===== config.mk =====
export PLATFORM = sky130hd
export DESIGN_NAME = fetch_unit
export DESIGN_NICKNAME = d
export VERILOG_FILES = /design/src/rtl/riscv_pkg.sv /design/src/rtl/inst_fifo.sv /design/src/rtl/fetch_unit.sv
export SDC_FILE = /design/constraint.sdc
export NUM_CORES = 1
export LEC_CHECK = 0
export CORE_ASPECT_RATIO = 0.5
export CORE_UTILIZATION = 54
export DETAILED_ROUTE_END_ITERATION = 12
export GPL_TIMING_DRIVEN = 0
export PLACE_DENSITY = 0.81
export SKIP_LAST_GASP = 1
export SYNTH_ARGS = -nofsm -noshare
export SYNTH_HDL_FRONTEND = slang
export SYNTH_HIERARCHICAL = 1
export SYNTH_SLANG_ARGS = --single-unit

===== constraint.sdc =====
create_clock -name clk -period 3.59 [get_ports clk]
set_clock_uncertainty 0.1 [all_clocks]
set_input_delay 0.359 -clock clk [delete_from_list [all_inputs] [get_ports clk]]
set_output_delay 0.359 -clock clk [all_outputs]
set_load 0.02 [all_outputs]

===== src/rtl/riscv_pkg.sv =====
// Shared fetch-stage types: FSM states, buffered instruction entry, NOP encoding.
// Pure declarations; no timing or flow-control behaviour of its own.
package riscv_pkg;

  localparam int XLEN = 32;
  localparam logic [XLEN-1:0] INST_NOP = 32'h0000_0013;

  typedef enum logic [1:0] {
    BOOT   = 2'd0,
    RUN    = 2'd1,
    HALTED = 2'd2
  } fetch_state_t;

  typedef struct packed {
    logic [XLEN-1:0] pc;
    logic [XLEN-1:0] inst;
  } fetch_entry_t;

endpackage


===== src/rtl/inst_fifo.sv =====
// Synchronous FIFO of fetched {pc, inst} entries; a push is visible at head the next cycle.
// No internal backpressure: the producer's credit check prevents overflow; flush beats push.
module inst_fifo
  import riscv_pkg::*;
#(
  parameter int DEPTH = 2
) (
  input  logic                     clk,
  input  logic                     rst,
  input  logic                     flush,
  input  logic                     push,
  input  fetch_entry_t             pushData,
  input  logic                     pop,
  output fetch_entry_t             head,
  output logic                     empty,
  output logic [$clog2(DEPTH):0]   count
);

  localparam int AW = $clog2(DEPTH);
  localparam int CW = AW + 1;

  fetch_entry_t    mem_q [DEPTH];
  fetch_entry_t    mem_d [DEPTH];
  logic [AW-1:0]   rd_q, rd_d;
  logic [AW-1:0]   wr_q, wr_d;
  logic [CW-1:0]   cnt_q, cnt_d;
  logic            do_pop;

  always_comb begin
    mem_d  = mem_q;
    rd_d   = rd_q;
    wr_d   = wr_q;
    cnt_d  = cnt_q;
    do_pop = pop && (cnt_q != '0);
    if (flush) begin
      rd_d  = '0;
      wr_d  = '0;
      cnt_d = '0;
    end else begin
      if (push) begin
        mem_d[wr_q] = pushData;
        wr_d        = wr_q + AW'(1);
      end
      if (do_pop) begin
        rd_d = rd_q + AW'(1);
      end
      cnt_d = cnt_q + CW'(push) - CW'(do_pop);
    end
  end

  always_ff @(posedge clk) begin
    if (rst) begin
      mem_q <= '{default: '0};
      rd_q  <= '0;
      wr_q  <= '0;
      cnt_q <= '0;
    end else begin
      mem_q <= mem_d;
      rd_q  <= rd_d;
      wr_q  <= wr_d;
      cnt_q <= cnt_d;
    end
  end

  assign head  = mem_q[rd_q];
  assign empty = (cnt_q == '0);
  assign count = cnt_q;

endmodule


===== src/rtl/fetch_unit.sv =====
// Fetch stage: PC, 1-cycle imem reads, FIFO to decode; request to instValid is 2 cycles.
// Issues only when buffer slots cover everything in flight; decode stalls via instReady.
module fetch_unit
  import riscv_pkg::*;
#(
  parameter logic [31:0] RESET_PC   = 32'h0000_0000,
  parameter int          FIFO_DEPTH = 2
) (
  input  logic        clk,
  input  logic        rst,
  output logic        imemReq,
  output logic [31:0] imemAddr,
  input  logic [31:0] imemRdata,
  output logic [31:0] instOut,
  output logic [31:0] pcOut,
  output logic        instValid,
  input  logic        instReady,
  input  logic        redirectEn,
  input  logic [31:0] redirectPc,
  input  logic        haltReq,
  output logic        halted
);

  localparam int CW = $clog2(FIFO_DEPTH) + 1;
  localparam logic [CW:0] DEPTH_W = FIFO_DEPTH[CW:0];

  fetch_state_t  state_q, state_d;
  logic [31:0]   pc_q, pc_d;
  logic          inflight_q, inflight_d;
  logic [31:0]   inflight_pc_q, inflight_pc_d;

  fetch_entry_t  fifo_head;
  fetch_entry_t  fifo_wdata;
  logic          fifo_empty;
  logic          fifo_push;
  logic [CW-1:0] fifo_count;
  logic          pop;
  logic [CW:0]   credit_used;
  logic          issue;

  always_comb begin
    pop         = instValid && instReady;
    credit_used = {1'b0, fifo_count} + {{CW{1'b0}}, inflight_q} - {{CW{1'b0}}, pop};
    issue       = !rst && (state_q == RUN) && !redirectEn && (credit_used < DEPTH_W);

    state_d = state_q;
    case (state_q)
      BOOT:    state_d = RUN;
      RUN:     if (!redirectEn && haltReq) state_d = HALTED;
      HALTED:  if (redirectEn) state_d = RUN;
      default: state_d = BOOT;
    endcase

    pc_d = pc_q;
    if (redirectEn) begin
      pc_d = redirectPc & ~32'h3;
    end else if (issue) begin
      pc_d = pc_q + 32'd4;
    end

    inflight_d    = issue;
    inflight_pc_d = issue ? pc_q : inflight_pc_q;

    // A response landing in the redirect cycle is stale; nothing is issued during
    // redirect, so the cycle after can never carry a pre-redirect response.
    fifo_push  = inflight_q && !redirectEn;
    fifo_wdata = '{pc: inflight_pc_q, inst: imemRdata};
  end

  always_ff @(posedge clk) begin
    if (rst) begin
      state_q       <= BOOT;
      pc_q          <= RESET_PC;
      inflight_q    <= 1'b0;
      inflight_pc_q <= '0;
    end else begin
      state_q       <= state_d;
      pc_q          <= pc_d;
      inflight_q    <= inflight_d;
      inflight_pc_q <= inflight_pc_d;
    end
  end

  inst_fifo #(.DEPTH(FIFO_DEPTH)) u_fifo (
    .clk      (clk),
    .rst      (rst),
    .flush    (redirectEn),
    .push     (fifo_push),
    .pushData (fifo_wdata),
    .pop      (pop),
    .head     (fifo_head),
    .empty    (fifo_empty),
    .count    (fifo_count)
  );

  assign imemReq   = issue;
  assign imemAddr  = pc_q;
  assign instValid = !fifo_empty;
  assign instOut   = fifo_empty ? INST_NOP : fifo_head.inst;
  assign pcOut     = fifo_empty ? 32'h0 : fifo_head.pc;
  assign halted    = (state_q == HALTED);

endmodule


==> impl_summary.txt, run 1 <==
----------------------------------------------------
[Synth]
  Most frequent cells after synthesis ... sky130_fd_sc_hd__dfxtp_1 (195), sky130_fd_sc_hd__nand2b_1 (193), sky130_fd_sc_hd__mux2i_1 (131)
  Proportion of synthesized chip area in sequential cells ... 40.2%
  Warning count from the yosys run ... 6
  Post-Syn Instances ... 1016
  Proportion of synthesized flip-flops having asynchronous set or reset ... 0%
  Library cell with the highest instance count after synthesis ... sky130_fd_sc_hd__dfxtp_1
  Post-synthesis sequential element count ... 195
  Most area-consuming cells after synthesis ... sky130_fd_sc_hd__dfxtp_1 (40%), sky130_fd_sc_hd__mux2i_1 (14%), sky130_fd_sc_hd__nand2b_1 (12%)
  Synth area leader ... sky130_fd_sc_hd__dfxtp_1
  Post-Synthesis Cell Area ... 9710 um2
  Mean instance size in the synthesized netlist ... 9.56 um2
  Number of different library cells in the post-synthesis netlist ... 58
  Most common flop cell mapped by yosys ... sky130_fd_sc_hd__dfxtp_1
  Share of the synthesized area in the top cell type ... 40.2%
  Post-synth EDFFs ... 0

[Floorplanning]
  Height of the die ... 96.8 um
  Std-Cell Core Area ... 17500 um2
  Number of placed I/O pins ... 168
  Initial standard-cell utilization of the core ... 55.5%
  Die Outline Area ... 18600 um2
  Number of core rows ... 34
  Die width ... 192 um

[Clocking]
  Worst-skew pair later-pin latency ... 0.43 ns
  Clock buffer count from CTS ... 17
  Depth of the CTS H-tree ... 4
  Clock sink count ... 195
  Bufs on Longest Clock Path ... 2
  Hold buffer count at cts ... 0
  CTS tree ... done
  Clock-pin transition on the worst setup and hold timing paths ... 0.08 ns
  Root buffer cell ... sky130_fd_sc_hd__clkbuf_16

[Global routing]
  Met3 usage ... 3.77%
  Via count of the first global-routing pass ... 7776
  Layer with the highest usage ... met2
  Grt total ovfl ... 0
  Pin count of the biggest net entering global routing ... 20
  Wire length of the first global-routing pass ... 40000 um
  Met1 usage in global routing ... 38.3%
  Number of antenna violations at the first check in global routing ... 0
  All-layer global routing usage ... 27.5%
  Global-route track usage on met2 ... 43.1%

[Critical path]
  Data arrival time of the critical path ... 3.02 ns
  Highest fanout seen on the critical path ... 10
  Setup crit start kind ... register
  Kind of capture point of the worst setup path ... output port
  RR Startpoint ... u_fifo/count[1]
  Startpoint of the worst setup timing path ... u_fifo/count[1]
  Setup Crit Path Kind ... reg -> out
  Endpoint required time on the critical path ... 3.13 ns

[Detailed routing]
  Count of TritonRoute iterations in the first routing pass ... 5
  DRC violation count after routing ... 0
  Wirelength, routed ... 25000 um
  Number of routed nets with antenna violations ... 0
  Routed len/inst ... 17.3 um
  DR vias/cell ... 5.33
  Via count ... 7734
  Number of violations reported at the end of detailed-routing iteration 0 ... 398

[Timing]
  Final period utilization ... 96.8%
  Final Setup Violations ... 0
  Total negative slack for setup checks ... 0 ns
  Worst max-slew margin expressed relative to the limit ... 46.8%
  Final worst hold slack ... 0.360 ns
  RSZ-0062 raised after global routing ... false
  Hold Fails Final Rpt ... 0
  Minimum clock period after layout ... 3.47 ns
  Transition at the pin with the smallest max-transition slack ... 0.798 ns
  Peak clock frequency supported by timing ... 0.288 GHz
  Final Max Slew Viols ... 0

[Power]
  Pleak ... 4.65 nW
  P per Cell Area ... 373 nW/um2
  Max VDD drop ... 0.331 mV
  Power after layout ... 4.59 mW

[Placed design]
  DP Wirelength ... 18300 um
  Port Buffer Count ... 163
  Weighted congestion at the end of routability-driven global placement ... 0.923

[Outcome]
  Status ... completed

[Cells and area]
  Count of inserted antenna diode cells ... 0
  Layout cells sized above 1 ... 12.9%
  Layout Area Growth over Synthesis ... 27.0%
  Count of fill cells added during filler insertion ... 1369
  Net count reported at finish ... 1277

[Min path]
  Start point of the worst hold path ... inflight_pc_q[21]
  Path type of the worst min-delay path ... reg -> reg

[Job]
  Number of max-capacitance violations reported ... 0

----------------------------------------------------
-- metal layers --
layer / share of wire, % / up-vias / routed length [um]
li1: - / 3792 / -
met1: 48 / 3678 / 12100
met2: 45 / 221 / 11300
met3: 4.6 / 43 / 1150
met4: 1.9 / 0 / 469
met5: 0 / - / 0
-- worst max-delay path, cell delays in order, from the launching register on --
cell and delay, ns:
sky130_fd_sc_hd__dfxtp_4 0.37, sky130_fd_sc_hd__nor2_4 0.14, sky130_fd_sc_hd__clkbuf_8 0.18, sky130_fd_sc_hd__nor2b_2 0.06
sky130_fd_sc_hd__ha_1 0.33, sky130_fd_sc_hd__nand2b_1 0.18, sky130_fd_sc_hd__fa_2 0.57, sky130_fd_sc_hd__nand3b_4 0.14
sky130_fd_sc_hd__nor2_4 0.17, sky130_fd_sc_hd__nand2_4 0.12, sky130_fd_sc_hd__inv_6 0.08, sky130_fd_sc_hd__clkdlybuf4s15_2 0.25
-- registers in the layout, indices dropped and copies added (netlist names) --
name           flops
u_fifo/wr_q        1
state_q            2
inflight_q         1
imemAddr          30
u_fifo/mem_q     128
u_fifo/rd_q        1
u_fifo/count       2
inflight_pc_q     30
-- logic make-up after synthesis --
logic type	count (synthesis)	synth area share (%)
simple gates	438	26.5
compound gates	70	4.38
buf+inv	81	4.28
other cells	1	0.0386
flops	195	40.2
xor+xnor	29	2.76
mux	197	21.2
fa+ha+maj	5	0.722
-- layout by cell type (no fill, tap or decap), types with 4 or more instances in the layout --
master / netlist / final
sky130_fd_sc_hd__a211oi_1: 13 / 13
sky130_fd_sc_hd__a21oi_1: 37 / 37
sky130_fd_sc_hd__a31oi_1: 4 / 4
sky130_fd_sc_hd__and2_1: 4 / 4
sky130_fd_sc_hd__and3_1: 5 / 5
sky130_fd_sc_hd__buf_2: 15 / 14
sky130_fd_sc_hd__buf_4: 12 / 15
sky130_fd_sc_hd__clkbuf_1: 42 / 41
sky130_fd_sc_hd__clkbuf_16: 0 / 17
sky130_fd_sc_hd__clkdlybuf4s50_1: 0 / 162
sky130_fd_sc_hd__conb_1: 1 / 4
sky130_fd_sc_hd__dfxtp_1: 195 / 193
sky130_fd_sc_hd__ha_1: 4 / 4
sky130_fd_sc_hd__inv_1: 6 / 6
sky130_fd_sc_hd__inv_6: 0 / 5
sky130_fd_sc_hd__inv_8: 0 / 5
sky130_fd_sc_hd__mux2_2: 66 / 66
sky130_fd_sc_hd__mux2i_1: 131 / 131
sky130_fd_sc_hd__nand2_1: 84 / 84
sky130_fd_sc_hd__nand2b_1: 193 / 193
sky130_fd_sc_hd__nand3_1: 9 / 9
sky130_fd_sc_hd__nand4_1: 13 / 13
sky130_fd_sc_hd__nor2_1: 23 / 22
sky130_fd_sc_hd__nor2b_1: 65 / 64
sky130_fd_sc_hd__nor3_1: 7 / 7
sky130_fd_sc_hd__nor3b_1: 5 / 5
sky130_fd_sc_hd__o22ai_1: 6 / 6
sky130_fd_sc_hd__or2_2: 4 / 4
sky130_fd_sc_hd__xnor2_1: 12 / 12
sky130_fd_sc_hd__xor2_1: 16 / 15
-- final timing paths --
check / to / slack [ns] / cells after the start
min reg2reg: inflight_pc_q[21] / 0.36 / 2
min: inflight_pc_q[21] / 0.36 / 2
max reg2reg: imemAddr[12] / 0.22 / 11
max: imemReq / 0.12 / 11
-- stage by stage --
| stage | std cells | utilization, % | setup slack (ns) | cell area [um2] |
|---|---|---|---|---|
| 2_1_floorplan | 1019 | - | 0.361 | 9720 |
| 3_3_place_gp | 1416 | 66.6 | -1.04 | 11600 |
| 3_5_place_dp | 1416 | 66.6 | -1.04 | 11600 |
| 4_1_cts | 1449 | 70.5 | 0.0218 | 12300 |
| 5_1_grt | 1450 | 70.5 | 0.00218 | 12300 |
| 6_report | 1450 | 70.5 | 0.116 | 12300 |
-- power by group --
| part | internal (mW) | leakage [nW] | switching [mW] |
|---|---|---|---|
| Clock | 1.02 | 0.294 | 0.924 |
| Sequential | 2.20 | 1.58 | 0.0554 |
| Combinational | 0.209 | 2.77 | 0.194 |
| Total | 3.42 | 4.65 | 1.17 |
-- layout make-up --
cell class | instances | area [um2] | share of cell area [%]
multi-input combinational | 743 | 5440 | 44.2
sequential | 195 | 3910 | 31.7
timing repair buffer | 166 | 1660 | 13.4
clock buffer | 18 | 439 | 3.56
buffer | 72 | 390 | 3.17
tap | 234 | 293 | 2.38
clock inverter | 14 | 163 | 1.32
inverter | 8 | 35.0 | 0.284
-- what timing repair did --
item,4_1_cts,5_1_grt
setup buffers,2,1
setup endpoints to repair,54,1
pin swaps,1,0
resized for setup,18,1
No activity file was read; power rests on OpenSTA's default activity.
==> run 2, diff against run 1 <==
CORE_MARGIN = 1.5   (was default)
==> impl_summary.txt, run 2 (synthesis results as in run 1) <==
----------------------------------------------------
[Global routing]
  Wire length of the first global-routing pass ... 39800 um (-0.48%)
  Global-route track usage on met2 ... 46.0% (+2.8 points)
  Met1 usage in global routing ... 35.7% (-2.6 points)
  Pin count of the biggest net entering global routing ... 19 (-5.0%)
  Grt total ovfl ... 0 (unchanged)
  Via count of the first global-routing pass ... 7854 (+1.0%)
  Met3 usage ... 4.28% (+0.50 points)
  Layer with the highest usage ... met2
  Number of antenna violations at the first check in global routing ... 0 (unchanged)
  All-layer global routing usage ... 26.9% (-0.54 points)

[Detailed routing]
  Number of violations reported at the end of detailed-routing iteration 0 ... 397 (-0.25%)
  Wirelength, routed ... 25200 um (+0.60%)
  Routed len/inst ... 17.3 um (+0.46%)
  Count of TritonRoute iterations in the first routing pass ... 5 (unchanged)
  DR vias/cell ... 5.33 (about the same)
  DRC violation count after routing ... 0 (unchanged)
  Via count ... 7738 (+0.052%)
  Number of routed nets with antenna violations ... 0 (unchanged)

[Floorplanning]
  Height of the die ... 97.8 um (+1.0%)
  Die Outline Area ... 18800 um2 (+1.6%)
  Die width ... 193 um (+0.52%)
  Number of core rows ... 34 (unchanged)
  Initial standard-cell utilization of the core ... 55.5% (unchanged)
  Number of placed I/O pins ... 168 (unchanged)
  Std-Cell Core Area ... 17500 um2 (unchanged)

[Cells and area]
  Fin area ... 12300 um2 (-0.22%)
  Commonest non-fill, non-tap cells in the layout ... sky130_fd_sc_hd__nand2b_1 (193), sky130_fd_sc_hd__dfxtp_1 (193), sky130_fd_sc_hd__clkdlybuf4s50_1 (162)
  Layout cells sized above 1 ... 13.0% (+0.061 points)
  Largest Register ... u_fifo/mem_q
  Layout Area Growth over Synthesis ... 26.7%
  Max FFs per register ... 128 (unchanged)
  Net count reported at finish ... 1279 (+0.16%)
  Final core utilization ... 70.3% (-0.16 points)
  Count of inserted antenna diode cells ... 0 (unchanged)

[Clocking]
  Clock sink count ... 195 (unchanged)
  Hold buffer count at cts ... 0 (unchanged)
  Clock buffer count from CTS ... 17 (unchanged)
  Root buffer cell ... sky130_fd_sc_hd__clkbuf_16
  Clock-pin transition on the worst setup and hold timing paths ... 0.08 ns (about the same)
  Worst-skew pair later-pin latency ... 0.43 ns (about the same)
  CTS tree ... done
  Bufs on Longest Clock Path ... 2 (unchanged)
  Depth of the CTS H-tree ... 4 (unchanged)

[Min path]
  Min-Delay Path Depth ... 2 (unchanged)
  Start point of the worst hold path ... inflight_pc_q[9]
  Path type of the worst min-delay path ... reg -> reg

[Power]
  P per Cell Area ... 363 nW/um2 (-2.7%)
  Power after layout ... 4.46 mW (-2.9%)
  Pleak ... 4.63 nW (-0.43%)
  Max VDD drop ... 0.335 mV (+1.2%)

[Critical path]
  Startpoint of the worst setup timing path ... u_fifo/count[1]
  Setup Crit Path Kind ... reg -> out
  Worst R2R Path Depth ... 11 (unchanged)
  Setup crit start kind ... register
  Highest fanout seen on the critical path ... 16 (+6)
  R2r setup slk ... 0.19 ns (-0.03 ns)
  Kind of capture point of the worst setup path ... output port
  Endpoint required time on the critical path ... 3.13 ns (about the same)
  Data arrival time of the critical path ... 3.06 ns (+0.04 ns)
  RR Startpoint ... u_fifo/count[1]

[Timing]
  Min setup slack post-route ... 0.0742 ns (-0.0416 ns)
  Worst max-slew margin expressed relative to the limit ... 45.6% (-1.3 points)
  Final Setup Violations ... 0 (unchanged)
  Peak clock frequency supported by timing ... 0.284 GHz (-1.2%)
  Hold Fails Final Rpt ... 0 (unchanged)
  Final worst hold slack ... 0.358 ns (-0.00219 ns)
  Final period utilization ... 97.9% (+1.2 points)
  Minimum clock period after layout ... 3.52 ns (+0.0416 ns)
  Transition at the pin with the smallest max-transition slack ... 0.817 ns (+0.0190 ns)
  RSZ-0062 raised after global routing ... false
  Final Max Slew Viols ... 0 (unchanged)

[Placed design]
  Port Buffer Count ... 163 (unchanged)
  DP Wirelength ... 18400 um (+0.55%)
  Weighted congestion at the end of routability-driven global placement ... 0.916 (-0.74%)
  Post-Place Cell Area ... 11600 um2 (unchanged)
  Place WS ... -1.05 ns (-0.00673 ns)

[Job]
  Number of max-capacitance violations reported ... 0 (unchanged)

[Outcome]
  Status ... completed

----------------------------------------------------
[run 2: worst paths after layout]
kind / endpoint
setup / recovery: imemReq
hold / removal: inflight_pc_q[9]
setup reg to reg: imemAddr[18]
hold reg to reg: inflight_pc_q[9]
[run 2: stage by stage]
stage          setup TNS (ns)  instances
2_1_floorplan               0       1019
3_3_place_gp           -11.82       1416
3_5_place_dp           -13.06       1416
4_1_cts                     0       1449
5_1_grt                     0       1452
6_report                    0       1452
[run 2: cell type report]
type                            instances  area (um2)
Sequential cell                       195        3910
Fill cell                            1354        5180
Buffer                                 72         390
Clock buffer                           18         429
Timing Repair Buffer                  168        1670
Clock inverter                         14         123
Inverter                                8        42.5
Multi-Input combinational cell        743        5440
Tap cell                              234         293
[run 2: timing repair]
| action | in CTS | in global routing |
|---|---|---|
| hold endpoints to repair | 0 | 0 |
| setup endpoints to repair | 54 | 1 |
| buffers inserted | 2 | 3 |
| resized for setup | 19 | 2 |
| pin swaps | 1 | 1 |
[run 2: critical path, cell delays in order, from the launching register on]
cell                              delay (ns)
sky130_fd_sc_hd__dfxtp_4                0.35
sky130_fd_sc_hd__nor2_4                 0.14
sky130_fd_sc_hd__clkbuf_8               0.18
sky130_fd_sc_hd__nor2b_2                0.06
sky130_fd_sc_hd__ha_1                   0.34
sky130_fd_sc_hd__nand2b_1               0.19
sky130_fd_sc_hd__fa_2                   0.58
sky130_fd_sc_hd__nand3b_4               0.14
sky130_fd_sc_hd__nor2_4                 0.18
sky130_fd_sc_hd__nand2_4                0.12
sky130_fd_sc_hd__clkinv_8               0.10
sky130_fd_sc_hd__clkdlybuf4s15_2        0.26
[run 2: metal layers]
metal	share of wire, %	up-vias
li1	-	3799
met1	47	3694
met2	47	225
met3	5.1	20
met4	0.82	0
met5	0	-
[run 2: where the power goes]
| group | internal, mW | switching [mW] |
|---|---|---|
| Combinational | 0.209 | 0.195 |
| Sequential | 2.20 | 0.0554 |
| Clock | 0.911 | 0.894 |
| Total | 3.32 | 1.15 |
